==> src/rtl/load_store_unit.sv <==
// Load/store unit: lane alignment, req/gnt/rvalid data-memory handshake, load extension, exceptions; LSU_BUS_TIMEOUT_EN adds a bus watchdog.
// Result one cycle after rvalid (min 2 cycles after accept); upstream is stalled while an op is outstanding, gnt may be withheld indefinitely.
package lsu_pkg;
   typedef enum logic [3:0] {
      i_nop, i_alu, i_lb, i_lh, i_lw, i_lbu, i_lhu, s_sb, s_sh, s_sw
   } instr_type_e;

   typedef enum logic [2:0] {
      NO_EXCEPTION, LOAD_MISALIGNED, STORE_MISALIGNED, LOAD_ACCESS_FAULT, STORE_ACCESS_FAULT
   } exc_type_e;
endpackage

module load_store_unit
   import lsu_pkg::*;
#(
   parameter int XLEN           = 32,
   parameter int TIMEOUT_CYCLES = 255
) (
   input  logic              clk_i,
   input  logic              rst_i,
   input  logic              ex_valid_i,
   input  instr_type_e       instr_type_i,
   input  logic [XLEN-1:0]   addr_i,
   input  logic [XLEN-1:0]   wdata_i,
   input  logic              flush_i,
   output logic              dmem_req_o,
   output logic              dmem_we_o,
   output logic [XLEN-1:0]   dmem_addr_o,
   output logic [XLEN-1:0]   dmem_wdata_o,
   output logic [XLEN/8-1:0] dmem_be_o,
   input  logic              dmem_gnt_i,
   input  logic              dmem_rvalid_i,
   input  logic [XLEN-1:0]   dmem_rdata_i,
   input  logic              dmem_err_i,
   output logic              lsu_stall_o,
   output logic [XLEN-1:0]   rdata_o,
   output logic              rdata_valid_o,
   output exc_type_e         exc_type_o,
   output logic [XLEN-1:0]   exc_tval_o
);
   localparam logic [1:0] ST_IDLE = 2'd0;
   localparam logic [1:0] ST_REQ  = 2'd1;
   localparam logic [1:0] ST_WAIT = 2'd2;

   logic [1:0]        state_q;
   logic              kill_q;
   logic [XLEN-1:0]   byte_addr_q;
   instr_type_e       type_q;
   logic              rdata_valid_q;
   exc_type_e         exc_q;
   logic [XLEN-1:0]   tval_q;
   logic [XLEN-1:0]   rdata_q;

   logic              is_load, is_store, misaligned;
   logic              mem_op_vld, accept, misaligned_exc;
   logic [XLEN/8-1:0] be_next;
   logic [XLEN-1:0]   wdata_next, load_ext;
   logic [7:0]        byte_sel;
   logic [15:0]       half_sel;
   logic              resp_vld, resp_killed, timeout_hit, tmo_done;

   always_comb begin
      is_load    = instr_type_i inside {i_lb, i_lh, i_lw, i_lbu, i_lhu};
      is_store   = instr_type_i inside {s_sb, s_sh, s_sw};
      misaligned = 1'b0;
      be_next    = '0;
      wdata_next = '0;
      case (instr_type_i)
         i_lh, i_lhu: misaligned = addr_i[0];
         i_lw:        misaligned = |addr_i[1:0];
         s_sb: begin
            be_next    = 4'b0001 << addr_i[1:0];
            wdata_next = {4{wdata_i[7:0]}};
         end
         s_sh: begin
            misaligned = addr_i[0];
            be_next    = 4'b0011 << addr_i[1:0];
            wdata_next = {2{wdata_i[15:0]}};
         end
         s_sw: begin
            misaligned = |addr_i[1:0];
            be_next    = 4'hF;
            wdata_next = wdata_i;
         end
         default: ;
      endcase
   end

   // Acceptance and misalignment are only evaluated in IDLE; a flushed op raises nothing.
   assign mem_op_vld     = (state_q == ST_IDLE) && ex_valid_i && (is_load || is_store) && !flush_i && !rst_i;
   assign accept         = mem_op_vld && !misaligned;
   assign misaligned_exc = mem_op_vld && misaligned;

   assign byte_sel = dmem_rdata_i[{byte_addr_q[1:0], 3'b000} +: 8];
   assign half_sel = dmem_rdata_i[{byte_addr_q[1], 4'b0000} +: 16];

   always_comb begin
      load_ext = dmem_rdata_i;
      case (type_q)
         i_lb:    load_ext = {{(XLEN-8){byte_sel[7]}}, byte_sel};
         i_lbu:   load_ext = {{(XLEN-8){1'b0}}, byte_sel};
         i_lh:    load_ext = {{(XLEN-16){half_sel[15]}}, half_sel};
         i_lhu:   load_ext = {{(XLEN-16){1'b0}}, half_sel};
         default: ;
      endcase
   end

   assign resp_vld    = dmem_rvalid_i && (((state_q == ST_REQ) && dmem_gnt_i) || (state_q == ST_WAIT));
   assign resp_killed = kill_q || flush_i;
   assign tmo_done    = timeout_hit && !resp_vld && !((state_q == ST_REQ) && dmem_gnt_i);

`ifdef LSU_BUS_TIMEOUT_EN
   logic [15:0] tmo_cnt_q;

   always_ff @(posedge clk_i or posedge rst_i) begin
      if (rst_i)                    tmo_cnt_q <= '0;
      else if (accept)              tmo_cnt_q <= '0;
      else if (state_q != ST_IDLE)  tmo_cnt_q <= tmo_cnt_q + 16'd1;
   end

   assign timeout_hit = (state_q != ST_IDLE) && (tmo_cnt_q == 16'(TIMEOUT_CYCLES - 1));
`else
   assign timeout_hit = 1'b0;
`endif

   always_ff @(posedge clk_i or posedge rst_i) begin
      if (rst_i) begin
         state_q       <= ST_IDLE;
         kill_q        <= 1'b0;
         byte_addr_q   <= '0;
         type_q        <= i_nop;
         dmem_req_o    <= 1'b0;
         dmem_we_o     <= 1'b0;
         dmem_addr_o   <= '0;
         dmem_wdata_o  <= '0;
         dmem_be_o     <= '0;
         rdata_valid_q <= 1'b0;
         exc_q         <= NO_EXCEPTION;
         tval_q        <= '0;
         rdata_q       <= '0;
      end else begin
         rdata_valid_q <= 1'b0;
         exc_q         <= NO_EXCEPTION;
         tval_q        <= '0;
         case (state_q)
            ST_IDLE: if (accept) begin
               state_q      <= ST_REQ;
               kill_q       <= 1'b0;
               byte_addr_q  <= addr_i;
               type_q       <= instr_type_i;
               dmem_req_o   <= 1'b1;
               dmem_we_o    <= is_store;
               dmem_addr_o  <= {addr_i[XLEN-1:2], 2'b00};
               dmem_wdata_o <= wdata_next;
               dmem_be_o    <= be_next;
            end
            ST_REQ: begin
               if (dmem_gnt_i) begin
                  dmem_req_o <= 1'b0;
                  kill_q     <= kill_q || flush_i;
                  state_q    <= dmem_rvalid_i ? ST_IDLE : ST_WAIT;
               end else if (flush_i || tmo_done) begin
                  dmem_req_o <= 1'b0;
                  state_q    <= ST_IDLE;
               end
            end
            ST_WAIT: begin
               if (dmem_rvalid_i || tmo_done) state_q <= ST_IDLE;
               else if (flush_i)              kill_q  <= 1'b1;
            end
            default: state_q <= ST_IDLE;
         endcase
         // A killed op still drains the bus but reports nothing.
         if ((resp_vld || tmo_done) && !resp_killed) begin
            rdata_valid_q <= 1'b1;
            if (tmo_done || dmem_err_i) begin
               exc_q   <= dmem_we_o ? STORE_ACCESS_FAULT : LOAD_ACCESS_FAULT;
               tval_q  <= byte_addr_q;
               rdata_q <= '0;
            end else begin
               rdata_q <= dmem_we_o ? '0 : load_ext;
            end
         end
      end
   end

   assign lsu_stall_o   = (state_q != ST_IDLE) || accept;
   assign rdata_o       = rdata_q;
   assign rdata_valid_o = rdata_valid_q;
   assign exc_type_o    = misaligned_exc ? (is_store ? STORE_MISALIGNED : LOAD_MISALIGNED) : exc_q;
   assign exc_tval_o    = misaligned_exc ? addr_i : tval_q;
endmodule

==> config.mk <==
export PLATFORM = sky130hd
export DESIGN_NAME = load_store_unit
export DESIGN_NICKNAME = d
export VERILOG_FILES = /design/src/rtl/load_store_unit.sv
export SDC_FILE = /design/constraint.sdc
export NUM_CORES = 1
export LEC_CHECK = 0
export ABC_AREA = 1
export CAP_MARGIN = 20
export CELL_PAD_IN_SITES_DETAIL_PLACEMENT = 2
export CELL_PAD_IN_SITES_GLOBAL_PLACEMENT = 2
export CORE_ASPECT_RATIO = 1.25
export CORE_MARGIN = 2
export CORE_UTILIZATION = 27
export DETAILED_ROUTE_END_ITERATION = 8
export PLACE_DENSITY = 0.83
export SLEW_MARGIN = 20
export SYNTH_ARGS = -nofsm -noshare
export SYNTH_HDL_FRONTEND = slang
export SYNTH_SLANG_ARGS = --single-unit
export TNS_END_PERCENT = 100
==> constraint.sdc <==
create_clock -name clk_i -period 13.2 [get_ports clk_i]
set_input_delay 1.98 -clock clk_i [delete_from_list [all_inputs] [get_ports clk_i]]
set_output_delay 1.98 -clock clk_i [all_outputs]
set_load 0.1 [all_outputs]
==> results_dict.tcl, run 1 <==
set metrics [dict create \
    slew_viol_final 0 \
    die_w_um 151 \
    dr.pass1.iters 4 \
    max-cap-violations 0 \
    clockPowerShare 0.191 \
    synth-seq-cells 144 \
    vias 6975 \
    cts_root_buf "clkbuf_16" \
    start_util 0.274 \
    final_layout_size_suffix_gt1_frac 0.0635 \
    finalWorstPathRequiredPeriod_ns 7.25 \
    fin_nets 1264 \
    synthToLayoutAreaGrowth_pct 41.8 \
    grt_pass1_vias 7791 \
    cp_max_fo 66 \
    finalWirelength_mm 26.5 \
    cts_resized 0 \
    power_switching_mw 1.49 \
    relSlewSlack 0.293 \
    tns_ns 0 \
    synthTopCellsByArea "dfrtp_1, nand2_1, o21ai_1" \
    cts_tree "built" \
    antenna_found_initial 1 \
    synth_xor_area_frac 0 \
    synth_fa_ha_area_frac 0.00684 \
    yosys.area_share.simple 0.287 \
    hold_class "flop to flop" \
    grt_pass1_wl_mm 42.5 \
    grt_max_degree 83 \
    crit_required_ns 11.22 \
    gp_congestion 0.766 \
    rsz0062_at_grt "false" \
    yosysWarnings 0 \
    slowest_stage "clkdlybuf4s50_1" \
    hpwl_mm 19.2 \
    synth_mux_area_frac 0 \
    path_cells "clkdlybuf4s50_1 -> nor2_1 -> nand2_2 -> nand3_2 -> nand2_2 -> nand2_2 -> nand2_2 -> buf_4 -> nand2_1 -> o21ai_0 -> clkdlybuf4s50_1" \
    whs_ns 0.478 \
    seqPwrFrac 0.242 \
    netlist_instances 960 \
    cts_buffer_depth 2 \
    synth_compound_area_frac 0.107 \
    cts_buffers 17 \
    finalSetupViolCount 0 \
    worst_setup_path_end_kind "output port" \
    synth_top_family_by_area "simple AND/OR/NAND/NOR gates" \
    io_pins 246 \
    ir_drop_mv 0.111 \
    slowest_delay_ns 1.22 \
    netlist_area_um2 7310 \
    worst-setup-path-type "input port to output port" \
    hold_violations 0 \
    wire_per_inst_um 17.5 \
    drt_iter0_drc 242 \
    max_freq_mhz 138 \
    cts.reportedPaths.clkPinSlew_ns 0.06 \
    status "finished, final reports clean" \
    die_area_um2 28400 \
    tightest_slew_ns 1.06 \
    cpMostUsedCell "nand2_2" \
    fin_skew_ns 0.00893 \
    worst_setup_path_start_kind "input port" \
    ant_nets 0 \
    cts_setup_buffers 0 \
    powerDensity_nw_per_um2 262 \
    p_leak_nw 4.90 \
    clock_latency_ns 0.42 \
    grt_use_total 0.193 \
    vias_per_cell 4.61 \
    core_um2 26700 \
    arrival_ns 5.27 \
    gr-total-overflow 0 \
    die_h_um 188 \
    num_rows 67 \
    ys_seq_area_frac 0.493 \
    hold_buffers 0 \
    h-tree-depth 4 \
    synth_top_area_share 0.493 \
    p_int_mw 1.22 \
    io_buffer_count 243 \
    synthDominantAreaCellType "dfrtp_1" \
    comb_power_share 0.567 \
    cts_sinks 144 \
    fin_crit_sh 0.549 \
    swShare 0.550 \
    drc 0 \
    synth_cell_type_count 31 \
    avgSynthCellArea_um2 7.62 \
]
## path summary, 6_finish.rpt
| kind | endpoint | slack, ns | cells after the start | startpoint |
|---|---|---|---|---|
| max in group asynchronous | type_q[2] | 9.66 | 3 | rst_i |
| max | exc_tval_o[3] | 5.95 | 11 | instr_type_i[1] |
| min | dmem_req_o | 0.48 | 2 | dmem_req_o |
| max reg2reg | dmem_be_o[3] | 10.04 | 9 | state_q[1] |
| min in group asynchronous | rdata_o[28] | 2.14 | 2 | rst_i |
| min reg2reg | dmem_req_o | 0.48 | 2 | dmem_req_o |
## cells in the mapped netlist
master and number:
o22ai_1 1, nand3_2 3, conb_1 1, nor2_4 1, o21ai_2 11, buf_1 1, clkbuf_1 16, a22oi_1 8
nand3_4 1, a21oi_1 20, nand4_1 2, buf_2 13, o21ai_1 69, nor2_2 4, a21boi_1 1, or2_2 2
nand2_1 369, o21bai_1 1, ha_1 4, dfrtp_1 144, o21ai_4 2, inv_2 4, inv_1 71, nand2_2 7
a21boi_0 2, buf_6 5, buf_4 41, nor2_1 87, o21ai_0 21, nand3_1 47, o21a_1 1
## cell families after synthesis
| group | count (synthesis) |
|---|---|
| compound gates | 137 |
| fa+ha+maj | 4 |
| flops | 144 |
| buf+inv | 151 |
| other cells | 1 |
| simple gates | 523 |
## power by group through the flow
stage	clock [mW]	combinational [mW]	sequential, mW
finish	0.519	1.54	0.656
global route	0.551	1.63	0.675
CTS	0.533	1.56	0.660
detailed placement	0	1.55	0.666
global placement	0	1.53	0.660
floorplan	0	0.757	1.12
## cell type report
type / count / area, µm²
clock buffer: 20 / 437
tap: 345 / 432
fill: 3089 / 16400
sequential: 144 / 3600
multi-input combinational: 666 / 2950
clock inverter: 12 / 183
inverter: 75 / 287
timing repair buffer: 249 / 2480
antenna: 1 / 2.50
## layer usage
layer,vias to the layer above,GRT usage,routed length [µm]
li1,3347,-,-
met1,3442,0.210,10200
met2,158,0.354,14400
met3,28,0.0564,1470
met4,0,0.0582,485
met5,-,0,0
## cells in the final DEF (no fill, tap or decap), types with 4 or more instances in the layout
cell type,instances
o21ai_2,11
ha_1,4
nor2_2,5
o21ai_1,69
dfrtp_1,144
inv_6,4
bufinv_16,4
a21oi_1,20
nand2_1,367
buf_4,6
nor2_1,86
clkbuf_16,17
a22oi_1,8
clkdlybuf4s50_1,243
nand3_1,47
inv_2,4
nand2_2,9
o21ai_0,21
inv_1,70
## state kept, by name (all words and copies together), names as in the netlist
name	cells
byte_addr_q	32
dmem_wdata_o	32
rdata_o	32
tval_q	32
dmem_be_o	4
type_q	4
exc_q	2
state_q	2
dmem_req_o	1
dmem_we_o	1
kill_q	1
rdata_valid_o	1
## stage by stage
stage	cell area (µm²)	util	setup slack (ns)	instances	total power, mW
3_5_place_dp	9740	0.364	5.86	1479	2.22
2_1_floorplan	7320	-	6.37	961	1.88
5_1_grt	10400	0.388	5.72	1512	2.86
3_3_place_gp	9740	0.364	5.95	1479	2.19
6_report	10400	0.388	5.95	1512	2.71
4_1_cts	10400	0.388	5.87	1511	2.75
## critical path: cells and delay by family
| family | cells | cell delay (ns) |
|---|---|---|
| buf+inv | 3 | 2.34 |
| simple gates | 7 | 0.72 |
| compound gates | 1 | 0.19 |
Note: power is estimated with default switching activity, not from simulation.
==> run 2, diff against run 1 <==
--- a/config.mk
+++ b/config.mk
@@ -11,9 +11,9 @@
 export CELL_PAD_IN_SITES_GLOBAL_PLACEMENT = 2
 export CORE_ASPECT_RATIO = 1.25
 export CORE_MARGIN = 2
-export CORE_UTILIZATION = 27
+export CORE_UTILIZATION = 23
 export DETAILED_ROUTE_END_ITERATION = 8
-export PLACE_DENSITY = 0.83
+export PLACE_DENSITY = 0.75
 export SLEW_MARGIN = 20
 export SYNTH_ARGS = -nofsm -noshare
 export SYNTH_HDL_FRONTEND = slang
==> constraint.sdc (replaced) <==
create_clock -name clk_i -period 5.94 [get_ports clk_i]
set_input_delay 0.891 -clock clk_i [delete_from_list [all_inputs] [get_ports clk_i]]
set_output_delay 0.891 -clock clk_i [all_outputs]
set_load 0.1 [all_outputs]
==> run 2 against run 1 <==
  * Register-to-register slack worse by 6.8 ns
  * Clock power is 110% higher
  * Count of clock-buffer cells in the layout fell by 2
  * Worst setup slack got worse by 4.5 ns
  * Global-route usage shrank 2.0 points
  * Flip-flop and latch count unchanged
  * Cell area decreased by 0.46%
  * Critical endpoint is now exc_type_o[1]
==> results_dict.tcl, run 2 (synthesized netlist as in run 1, its figures left out) <==
set metrics [dict create \
    status "finished, final reports clean" \
    final_layout_size_suffix_gt1_frac 0.0951 \
    relSlewSlack 0.285 \
    drt_iter0_drc 194 \
    gp_congestion 0.772 \
    die_h_um 203 \
    ir_drop_mv 0.276 \
    grt_use_total 0.172 \
    wl_met2_mm 14.8 \
    num_rows 73 \
    fill_cells 3724 \
    rsz0062_at_grt "false" \
    cp.buffers_inverters 4 \
    start_util 0.231 \
    vias 6978 \
    hpwl_mm 20.4 \
    wire_per_inst_um 17.5 \
    cts_buffer_depth 2 \
    cts_sinks 144 \
    met3_length_mm 1.33 \
    max-cap-violations 0 \
    powerDensity_nw_per_um2 578 \
    cp_max_fo 37 \
    arrival_ns 3.59 \
    crit_family "buffers and inverters" \
    worst_setup_path_end_kind "output port" \
    gr-total-overflow 0 \
    max_freq_mhz 223 \
    grt_pass1_wl_mm 43.9 \
    tightest_slew_ns 1.07 \
    fin_skew_ns 0.0127 \
    worst-setup-path-type "input port to output port" \
    min_from "rdata_o[4]" \
    synthToLayoutAreaGrowth_pct 41.1 \
    path_cells "clkdlybuf4s50_1 -> inv_2 -> nor2_2 -> nand2_2 -> nand3_2 -> nand2_2 -> nand2_2 -> nand2_2 -> buf_4 -> nand2_1 -> o21ai_1 -> buf_4" \
    drc 0 \
    finalSetupViolCount 0 \
    final_common_cell "nand2_1" \
    cpMostUsedCell "nand2_2" \
    final_cell_mix "nand2_1, clkdlybuf4s50_1, dfrtp_1, nor2_1, inv_1" \
    ant_nets 0 \
    grt_max_degree 103 \
    vias_per_cell 4.42 \
    worst_setup_path_start_kind "input port" \
    fin_ws_ns 1.45 \
    dr.pass1.iters 4 \
    slew_viol_final 0 \
    io_pins 246 \
    dp_slack_ns 1.41 \
    cts_setup_buffers 0 \
    drt-met1-wl_mm 11.0 \
    crit-reg2reg-launch "state_q[0]" \
    hold_violations 0 \
    die_w_um 164 \
    io_buffer_count 243 \
    clock_latency_ns 0.43 \
    p_leak_nw 4.96 \
    slowest_delay_ns 0.54 \
    critPathLaunch "instr_type_i[3]" \
    cts_tree "built" \
    fin_crit_sh 0.755 \
    cts_resized 0 \
    finalWirelength_mm 27.7 \
    cts.reportedPaths.clkPinSlew_ns 0.06 \
    grt_pass1_vias 7755 \
    cts_buffers 17 \
    antenna_found_initial 1 \
    h-tree-depth 4 \
    core_um2 31600 \
    cts_root_buf "clkbuf_16" \
    tns_ns 0 \
    crit_required_ns 5.05 \
    slowest_stage "nand2_2" \
    hold_buffers 0 \
    finalWorstPathRequiredPeriod_ns 4.49 \
    top_layer_used "met4" \
    hold_class "flop to flop" \
    die_area_um2 33300 \
    fin_nets 1265 \
]
-- run 2: changes by cell type in the layout (fill, tap and decap cells not counted) --
cell | previous run | this run
nand2_2 | 9 | 8
clkinv_4 | 1 | 3
clkdlybuf4s50_1 | 243 | 208
bufinv_16 | 4 | 1
clkinvlp_4 | 3 | 4
buf_4 | 6 | 42
nor2_2 | 5 | 4
nand2_1 | 367 | 368
clkbuf_1 | 3 | 0
clkinv_2 | 1 | 2
clkbuf_8 | 0 | 1
inv_8 | 0 | 1
nor2_1 | 86 | 87
-- run 2: metal layers --
metal,up-vias,GRT usage
li1,3348,-
met1,3449,0.195
met2,154,0.316
met3,27,0.0445
met4,0,0.0517
met5,-,0
-- run 2: worst register-to-register path, cell delays in order (launching register included) --
cell and delay [ns]:
dfrtp_1 0.40, inv_1 0.12, ha_1 0.27, nand4_1 0.18, nor2_4 0.19, nand3_4 0.45
nor2_2 0.70, o21ai_0 0.20, nand2_1 0.10
-- run 2: report_power, final --
group	internal [mW]	switching, mW
registers	1.26	0.221
clock network	0.593	0.477
logic	0.750	2.67
-- run 2: final cells by class --
| class | count | area, µm² | area share |
|---|---|---|---|
| Sequential cell | 144 | 3600 | 0.349 |
| Multi-Input combinational cell | 666 | 2940 | 0.285 |
| Clock buffer | 18 | 439 | 0.0426 |
| Tap cell | 412 | 515 | 0.0499 |
| Antenna cell | 1 | 2.50 | 0.000242 |
| Inverter | 75 | 289 | 0.0280 |
| Timing Repair Buffer | 250 | 2400 | 0.232 |
| Clock inverter | 14 | 131 | 0.0127 |
-- run 2: worst paths after layout --
path	to	slack [ns]	depth (start not counted)
worst max-delay path	exc_type_o[1]	1.45	12
worst max register to register	dmem_be_o[1]	3.28	8
worst min-delay path	rdata_o[4]	0.48	2
max in group asynchronous	byte_addr_q[17]	3.83	3
worst min register to register	rdata_o[4]	0.48	2
min in group asynchronous	dmem_wdata_o[5]	1.05	2
-- run 2: per-stage QoR --
step,util,power (mW),cell area (µm²),hold WS (ns),std cells
after floorplan,-,4.17,7320,0.442,961
after global placement,0.308,4.90,9750,0.455,1547
after detailed placement,0.308,4.95,9750,0.470,1547
after CTS,0.326,6.06,10300,0.485,1579
after global routing,0.327,6.28,10300,0.499,1580
final,0.327,5.97,10300,0.479,1580
==> RTL edit (settings of run 1) <==
Build with the macro `LSU_BUS_TIMEOUT_EN` defined.
--- a/src/rtl/load_store_unit.sv
+++ b/src/rtl/load_store_unit.sv
@@ -1,5 +1,7 @@
 // Load/store unit: lane alignment, req/gnt/rvalid data-memory handshake, load extension, exceptions; LSU_BUS_TIMEOUT_EN adds a bus watchdog.
 // Result one cycle after rvalid (min 2 cycles after accept); upstream is stalled while an op is outstanding, gnt may be withheld indefinitely.
+`define LSU_BUS_TIMEOUT_EN
+
 package lsu_pkg;
    typedef enum logic [3:0] {
       i_nop, i_alu, i_lb, i_lh, i_lw, i_lbu, i_lhu, s_sb, s_sh, s_sw
Check against the original RTL: no difference found for any inputs over 4 cycles, from zero or initial values and one cycle with rst_i high; that may be too few to reach the edited logic, so the function may still have changed.
==> RTL edit against run 1 <==
Total power rose by 7.7%. Cell area rose by 11%. Sequential cell count rose by 16. Register-to-register slack barely moved. Area after synthesis rose by 16%. Critical path depth fell by 1. First-iteration DRC count rose by 8.3%. Setup slack improved by 0.089 ns. Routed wire length rose by 18%. Core utilization fell by 1.6 points.
==> RTL edit: results <==
export IMPL_arrival_ns=5.18
export IMPL_ys_types=36
export IMPL_grt_pass1_vias=9088
export IMPL_crit_path_end="exc_tval_o[15]"
export IMPL_slew_headroom_pct=27.6
export IMPL_gp_congestion=0.782
export IMPL_vias=8097
export IMPL_powerDensity_mw_per_mm2=255
export IMPL_internal_power_uw=1260
export IMPL_seqPwrFrac_pct=25.7
export IMPL_regToRegSetupSlack_ns=10.05
export IMPL_synth_compound_area_share_pct=9.25
export IMPL_layout_nets=1454
export IMPL_power_leakage_uw=0.00552
export IMPL_insertedDiodeCount=0
export IMPL_crit_fanout=67
export IMPL_hpwl_mm=22.9
export IMPL_drive_gt1_share_pct=5.02
export IMPL_grt_max_degree=106
export IMPL_synthTopCellsByCount="nand2_1 (393), nor2_1 (171), dfrtp_1 (160)"
export IMPL_fin_worst_skew_ns=0.0130
export IMPL_crit_path_start="instr_type_i[3]"
export IMPL_ff2ff_path_depth=12
export IMPL_routedWlPerCell_um=17.7
export IMPL_outcome="complete, no violations"
export IMPL_clk_latency_ns=0.44
export IMPL_p_clk_share_pct=16.1
export IMPL_ys_seq_area_share_pct=47.2
export IMPL_synth_cells=1153
export IMPL_synthAdderAreaFrac_pct=0.885
export IMPL_synth_area_leaders="dfrtp_1 (47%), nand2_1 (17%), nor2_1 (7.6%)"
export IMPL_grt_pass1_wl_mm=50.5
export IMPL_critPathMaxStageDelay_ns=1.19
export IMPL_grt_util_all_layers_pct=19.6
export IMPL_drtIter0Drc=262
export IMPL_stdcell_count=1761
[RTL edit: changes by cell type after synthesis, moves of 11 or more]
cell | run 1 | this run
nand2_1 | 369 | 393
o21ai_2 | 11 | 0
dfrtp_1 | 144 | 160
nor2_1 | 87 | 171
nand3_1 | 47 | 33
buf_2 | 13 | 26
o21ai_0 | 21 | 105
o21ai_1 | 69 | 17
inv_1 | 71 | 98
[RTL edit: worst min-delay path by stage]
stage                          start                 end  slack (ns)  depth (start not counted)
5_1_grt        dmem_we_o$_DFFE_PP0P_  exc_q[1]$_DFF_PP0_        0.48                          1
3_5_place_dp   dmem_we_o$_DFFE_PP0P_  exc_q[1]$_DFF_PP0_        0.45                          1
3_3_place_gp   dmem_we_o$_DFFE_PP0P_  exc_q[1]$_DFF_PP0_        0.45                          1
6_report       dmem_we_o$_DFFE_PP0P_  exc_q[1]$_DFF_PP0_        0.47                          1
2_1_floorplan     kill_q$_DFFE_PP0P_  kill_q$_DFFE_PP0P_        0.44                          2
4_1_cts        dmem_we_o$_DFFE_PP0P_  exc_q[1]$_DFF_PP0_        0.47                          1
[RTL edit: area by class of cell]
class                           count  area [um^2]  area share [%]
Sequential cell                   160         4000            34.9
Multi-Input combinational cell    806         3550            30.9
Timing Repair Buffer              247         2460            21.4
Tap cell                          407          509            4.43
Clock buffer                       19          433            3.77
Inverter                          109          417            3.63
Clock inverter                     13          108           0.937
[RTL edit: layer usage]
| metal | global-route usage (%) | part of all wire (%) | vias to the layer above |
|---|---|---|---|
| met2 | 36.9 | 54 | 152 |
| met3 | 3.59 | 3.9 | 33 |
| met1 | 22.1 | 40 | 4017 |
| met4 | 6.26 | 2.2 | 0 |
| met5 | 0 | 0 | - |
| li1 | - | - | 3895 |
